[src/rtl/wide_add_seq.sv]
// wide_add_seq: WIDTH-bit addition computed one SLICE-bit slice per cycle on a
// shared external combinational adder, LS slice first, carry chained in a register.
module wide_add_seq #(
  parameter int unsigned WIDTH = 64,
  parameter int unsigned SLICE = 16
) (
  input  logic             clk,
  input  logic             rst,
  input  logic             in_valid,
  output logic             in_ready,
  input  logic [WIDTH-1:0] a,
  input  logic [WIDTH-1:0] b,
  input  logic             cin,
  output logic             out_valid,
  input  logic             out_ready,
  output logic [WIDTH-1:0] sum,
  output logic             cout,
  output logic             busy,
  output logic [SLICE-1:0] add_a,
  output logic [SLICE-1:0] add_b,
  output logic             add_cin,
  input  logic [SLICE-1:0] add_sum,
  input  logic             add_cout
);

  localparam int unsigned N     = WIDTH / SLICE;
  localparam int unsigned IDX_W = (N > 1) ? $clog2(N) : 1;
  localparam logic [IDX_W-1:0] LAST_IDX = IDX_W'(N - 1);

  typedef enum logic [1:0] {
    S_IDLE = 2'd0,
    S_RUN  = 2'd1,
    S_DONE = 2'd2
  } state_t;

  state_t                      r_state;
  state_t                      w_next_state;
  logic [N-1:0][SLICE-1:0]     r_op_a;
  logic [N-1:0][SLICE-1:0]     r_op_b;
  logic [N-1:0][SLICE-1:0]     r_sum;
  logic                        r_carry;
  logic [IDX_W-1:0]            r_idx;
  logic                        r_cout;
  logic                        r_in_ready;
  logic                        r_out_valid;
  logic                        r_busy;
  logic [SLICE-1:0]            w_add_a;
  logic [SLICE-1:0]            w_add_b;
  logic                        w_add_cin;

  // State register
  always_ff @(posedge clk) begin
    if (rst) begin
      r_state <= S_IDLE;
    end else begin
      r_state <= w_next_state;
    end
  end

  // Next-state and adder-slice selection; slices are driven only while running
  always_comb begin
    w_next_state = r_state;
    w_add_a      = '0;
    w_add_b      = '0;
    w_add_cin    = 1'b0;
    case (r_state)
      S_IDLE: begin
        if (in_valid && r_in_ready) begin
          w_next_state = S_RUN;
        end
      end
      S_RUN: begin
        w_add_a   = r_op_a[r_idx];
        w_add_b   = r_op_b[r_idx];
        w_add_cin = r_carry;
        if (r_idx == LAST_IDX) begin
          w_next_state = S_DONE;
        end
      end
      S_DONE: begin
        if (out_ready) begin
          w_next_state = S_IDLE;
        end
      end
      default: w_next_state = S_IDLE;
    endcase
  end

  // Operand capture, per-slice result/carry update and registered handshake flags
  always_ff @(posedge clk) begin
    if (rst) begin
      r_op_a      <= '0;
      r_op_b      <= '0;
      r_sum       <= '0;
      r_carry     <= 1'b0;
      r_idx       <= '0;
      r_cout      <= 1'b0;
      r_in_ready  <= 1'b1;
      r_out_valid <= 1'b0;
      r_busy      <= 1'b0;
    end else begin
      r_in_ready  <= (w_next_state == S_IDLE);
      r_out_valid <= (w_next_state == S_DONE);
      r_busy      <= (w_next_state != S_IDLE);
      case (r_state)
        S_IDLE: begin
          if (in_valid && r_in_ready) begin
            r_op_a  <= a;
            r_op_b  <= b;
            r_carry <= cin;
            r_idx   <= '0;
          end
        end
        S_RUN: begin
          r_sum[r_idx] <= add_sum;
          r_carry      <= add_cout;
          if (r_idx == LAST_IDX) begin
            // MSB carry goes only to cout; it never wraps into slice 0
            r_cout <= add_cout;
            r_idx  <= '0;
          end else begin
            r_idx <= r_idx + IDX_W'(1);
          end
        end
        default: ;
      endcase
    end
  end

  assign in_ready  = r_in_ready;
  assign out_valid = r_out_valid;
  assign busy      = r_busy;
  assign sum       = r_sum;
  assign cout      = r_cout;
  assign add_a     = w_add_a;
  assign add_b     = w_add_b;
  assign add_cin   = w_add_cin;

endmodule
[config.mk]
export PLATFORM = sky130hd
export DESIGN_NAME = wide_add_seq
export DESIGN_NICKNAME = d
export VERILOG_FILES = /design/src/rtl/wide_add_seq.sv
export SDC_FILE = /design/constraint.sdc
export NUM_CORES = 1
export LEC_CHECK = 0
export BUFFER_PORTS_ARGS = -buffer_cell sky130_fd_sc_hd__buf_2
export CORE_ASPECT_RATIO = 0.7
export CORE_MARGIN = 1.5
export CORE_UTILIZATION = 40
export CTS_BUF_LIST = sky130_fd_sc_hd__clkbuf_4 sky130_fd_sc_hd__clkbuf_8 sky130_fd_sc_hd__clkbuf_16
export DETAILED_ROUTE_END_ITERATION = 10
export GPL_ROUTABILITY_DRIVEN = 0
export GPL_TIMING_DRIVEN = 0
export SLEW_MARGIN = 20
export SYNTH_ARGS = -nofsm -noshare
export SYNTH_HDL_FRONTEND = slang
export SYNTH_SLANG_ARGS = --single-unit
export TNS_END_PERCENT = 100
[constraint.sdc]
create_clock -name clk -period 2.6 [get_ports clk]
set_input_delay 0.52 -clock clk [delete_from_list [all_inputs] [get_ports clk]]
set_output_delay 0.52 -clock clk [all_outputs]
set_load 0.05 [all_outputs]
==> impl_metrics.env <==
export IMPL_status="completed"
export IMPL_leakage_nw=4.44
export IMPL_path_clk_slew_ps=70
export IMPL_syn_inst=955
export IMPL_viasPerCell=4.93
export IMPL_fp_dieW_um=174
export IMPL_power_switching_mw=2.02
export IMPL_min_path_type="in -> reg"
export IMPL_ys_ff_latch=201
export IMPL_holdWs_ps=254
export IMPL_cp_required_ps=2080
export IMPL_ios=251
export IMPL_path_cells="buf_12, clkbuf_16, mux4_2, and2_1, buf_6"
export IMPL_cp_slowest_cell="mux4_2"
export IMPL_setup_violations=0
export IMPL_detailed_place_hpwl_um=19300
export IMPL_drive_gt1_share_pct=31.0
export IMPL_area_growth_pct=30.9
export IMPL_register_area_um2=4030
export IMPL_end_kind="primary output"
export IMPL_fp_row_count=43
export IMPL_path_max_fanout=7
export IMPL_start_util_pct=40.9
export IMPL_p_sw_share_pct=27.0
export IMPL_gr_total_overflow=0
export IMPL_tns_ps=0
export IMPL_peakVddDrop_mv=0.328
export IMPL_drt_initial_drc_count=549
export IMPL_reg2reg_slack_ps=420
export IMPL_num_vias=7471
export IMPL_fill_cells=1974
export IMPL_worst_pin_slew_ps=736
export IMPL_dieArea_um2=21300
export IMPL_holdPathStages=3
export IMPL_core_area_um2=19900
export IMPL_start_kind="flop"
export IMPL_maxCapViolCount=0
export IMPL_final_cell_mix="nand2_1, buf_2, dfxtp_1"
export IMPL_path_class="reg -> out"
export IMPL_routedWlPerCell_um=17.4
export IMPL_final_util_pct=53.6
export IMPL_grt_pass1_wl_um=40300
export IMPL_final_cell_area_um2=10700
export IMPL_synth_warnings=0
export IMPL_placed_area_um2=9730
export IMPL_hold_path_endpoint="r_op_b[26]"
export IMPL_first_global_vias=7217
export IMPL_antenna_found_initial=0
export IMPL_die_h_um=122
export IMPL_cts_tree="built"
export IMPL_rsz0062_at_grt="false"
export IMPL_synthXorXnorAreaFrac_pct=0
export IMPL_clock_fmax_mhz=392
export IMPL_drt_first_pass_iters=5
export IMPL_p_comb_share_pct=16.0
export IMPL_ant_nets=0
export IMPL_io_buffers=249
export IMPL_crit_start="r_idx[0]"
export IMPL_r2r_start="r_idx[0]"
export IMPL_p_per_area_nw_per_um2=702
export IMPL_synth_compound_area_share_pct=13.1
export IMPL_ff2ff_path_depth=10
export IMPL_final_period_utilization_pct=98.1
export IMPL_routed_wl_um=26400
export IMPL_critPathArrivalTime_ps=2030
export IMPL_power_frac_clock_pct=39.3
export IMPL_slowest_delay_ps=490
export IMPL_place_inst=1474
export IMPL_critPathTopFamily="multiplexers"
export IMPL_cts_num_sinks=201
export IMPL_cts_buffers=20
export IMPL_synthAdderAreaFrac_pct=0.614
export IMPL_ctsHoldBuffers=0
export IMPL_avgSynthCellArea_um2=8.53
export IMPL_internal_power_mw=5.46
export IMPL_finalClockSkew_ps=13.6
export IMPL_synth_fp_nets=1109
export IMPL_min_from="b[26]"
export IMPL_root_buffer="clkbuf_16"
export IMPL_finalCriticalPeriod_ps=2550
export IMPL_final_nets=1387
export IMPL_multi_input_area_um2=3640
export IMPL_final_common_cell="nand2_1"
export IMPL_grt_usage_pct=24.5
export IMPL_clk_latency_ps=500
export IMPL_synth_top_family_by_area="simple AND/OR/NAND/NOR gates"
export IMPL_synth_simple_area_share_pct=22.1
export IMPL_netlist_area_um2=8150
export IMPL_stdcell_count=1516
export IMPL_grt_max_degree=15
export IMPL_drv_slew=0
export IMPL_yosysUniqueCellTypes=26
export IMPL_clock_tree_buffer_depth=3
export IMPL_synthMuxAreaShare_pct=8.84
export IMPL_max_slew_margin_pct=50.9
export IMPL_critPathBufInv=3
export IMPL_htree_levels=1
export IMPL_rr_endpoint="sum[11]"
export IMPL_synth_seq_area_share_pct=49.4
export IMPL_pwr_share_seq_pct=44.7
export IMPL_drcViolationCount=0
export IMPL_hold_violations=0
==> cell families (layout without fill, tap and decap cells) <==
| group | after synthesis | count (layout) |
|---|---|---|
| flops | 201 | 201 |
| other cells | 0 | 1 |
| buf+inv | 79 | 369 |
| mux | 32 | 32 |
| fa+ha+maj | 4 | 4 |
| compound gates | 201 | 201 |
| simple gates | 438 | 438 |
==> through the flow <==
step | setup slack (ps) | total power [mW]
6_report | 49.8 | 7.49
3_5_place_dp | -132 | 4.55
3_3_place_gp | -129 | 4.54
4_1_cts | 1.42 | 7.51
5_1_grt | 6.31 | 7.78
2_1_floorplan | 537 | 4.13
==> layout make-up <==
cell class	count	share of cell area, %
diodes	1	0.0235
plain buffers	76	5.34
clock buffers	30	5.79
clock inverters	4	0.457
inverters	3	0.106
multi-input cells	675	34.2
flip-flops and latches	201	37.8
well taps	270	3.17
repair buffers	256	13.2
==> sequential cells by signal, summed over array words and instances, names as in the netlist <==
name	count
out_valid	1
r_op_a	64
sum	64
r_op_b	64
busy	1
r_idx	2
in_ready	1
cout	1
r_carry	1
r_state	2
==> worst register-to-register path: stages (launching register included) <==
cell	delay, ps
dfxtp_4	360
buf_12	150
buf_12	150
buf_4	160
inv_1	100
ha_1	180
and3b_1	170
clkbuf_1	310
buf_2	300
nand2_1	90
a21oi_1	140
==> per-layer routing <==
layer / wire (µm) / vias to the layer above / GRT usage (%)
li1: - / 3702 / -
met1: 12800 / 3472 / 35.8
met2: 11300 / 273 / 38.0
met3: 1990 / 24 / 4.99
met4: 303 / 0 / 4.31
met5: 0 / - / 0
==> repair_timing <==
| action | 4_1_cts | 5_1_grt |
|---|---|---|
| gates cloned | 0 | 2 |
| buffers inserted | 1 | 4 |
| endpoints found under the hold margin | 0 | 0 |
| resized for setup | 54 | 9 |
| setup endpoints to repair | 33 | 30 |
==> how the worst max path moves through the flow <==
stage	to	slack (ps)	cells after the start
after global routing	add_b[7]	6	5
after detailed placement	add_a[12]	-130	5
final	add_b[0]	50	5
after CTS	add_a[6]	1	5
after global placement	add_a[12]	-130	5
after floorplan	add_a[10]	540	4
==> power groups by stage <==
| stage | sequential, mW | clock, mW | combinational, mW |
|---|---|---|---|
| 2_1_floorplan | 3.48 | 0 | 0.654 |
| 6_report | 3.34 | 2.94 | 1.20 |
| 3_5_place_dp | 3.41 | 0 | 1.14 |
| 4_1_cts | 3.34 | 2.99 | 1.18 |
| 3_3_place_gp | 3.41 | 0 | 1.13 |
| 5_1_grt | 3.36 | 3.12 | 1.30 |
==> synth_stat cells <==
library cell / count / area [µm²]
buf_4: 4 / 30.0
mux4_2: 32 / 721
and4bb_2: 1 / 12.5
nand2b_1: 2 / 12.5
nand2_1: 387 / 1450
nand4bb_1: 1 / 11.3
buf_1: 1 / 3.75
and2_1: 33 / 206
buf_6: 3 / 33.8
buf_8: 10 / 150
buf_12: 1 / 20.0
a22oi_1: 1 / 7.51
a31oi_1: 1 / 6.26
buf_2: 21 / 105
nand3b_1: 4 / 30.0
nand3_1: 3 / 15.0
nor2b_1: 1 / 6.26
clkbuf_1: 36 / 135
and3b_1: 4 / 35.0
ha_1: 4 / 50.1
dfxtp_1: 201 / 4020
or3b_1: 1 / 8.76
a21oi_1: 184 / 921
or3b_2: 1 / 8.76
inv_1: 3 / 11.3
a21oi_2: 15 / 131
No activity file was read; power rests on OpenSTA's default activity.
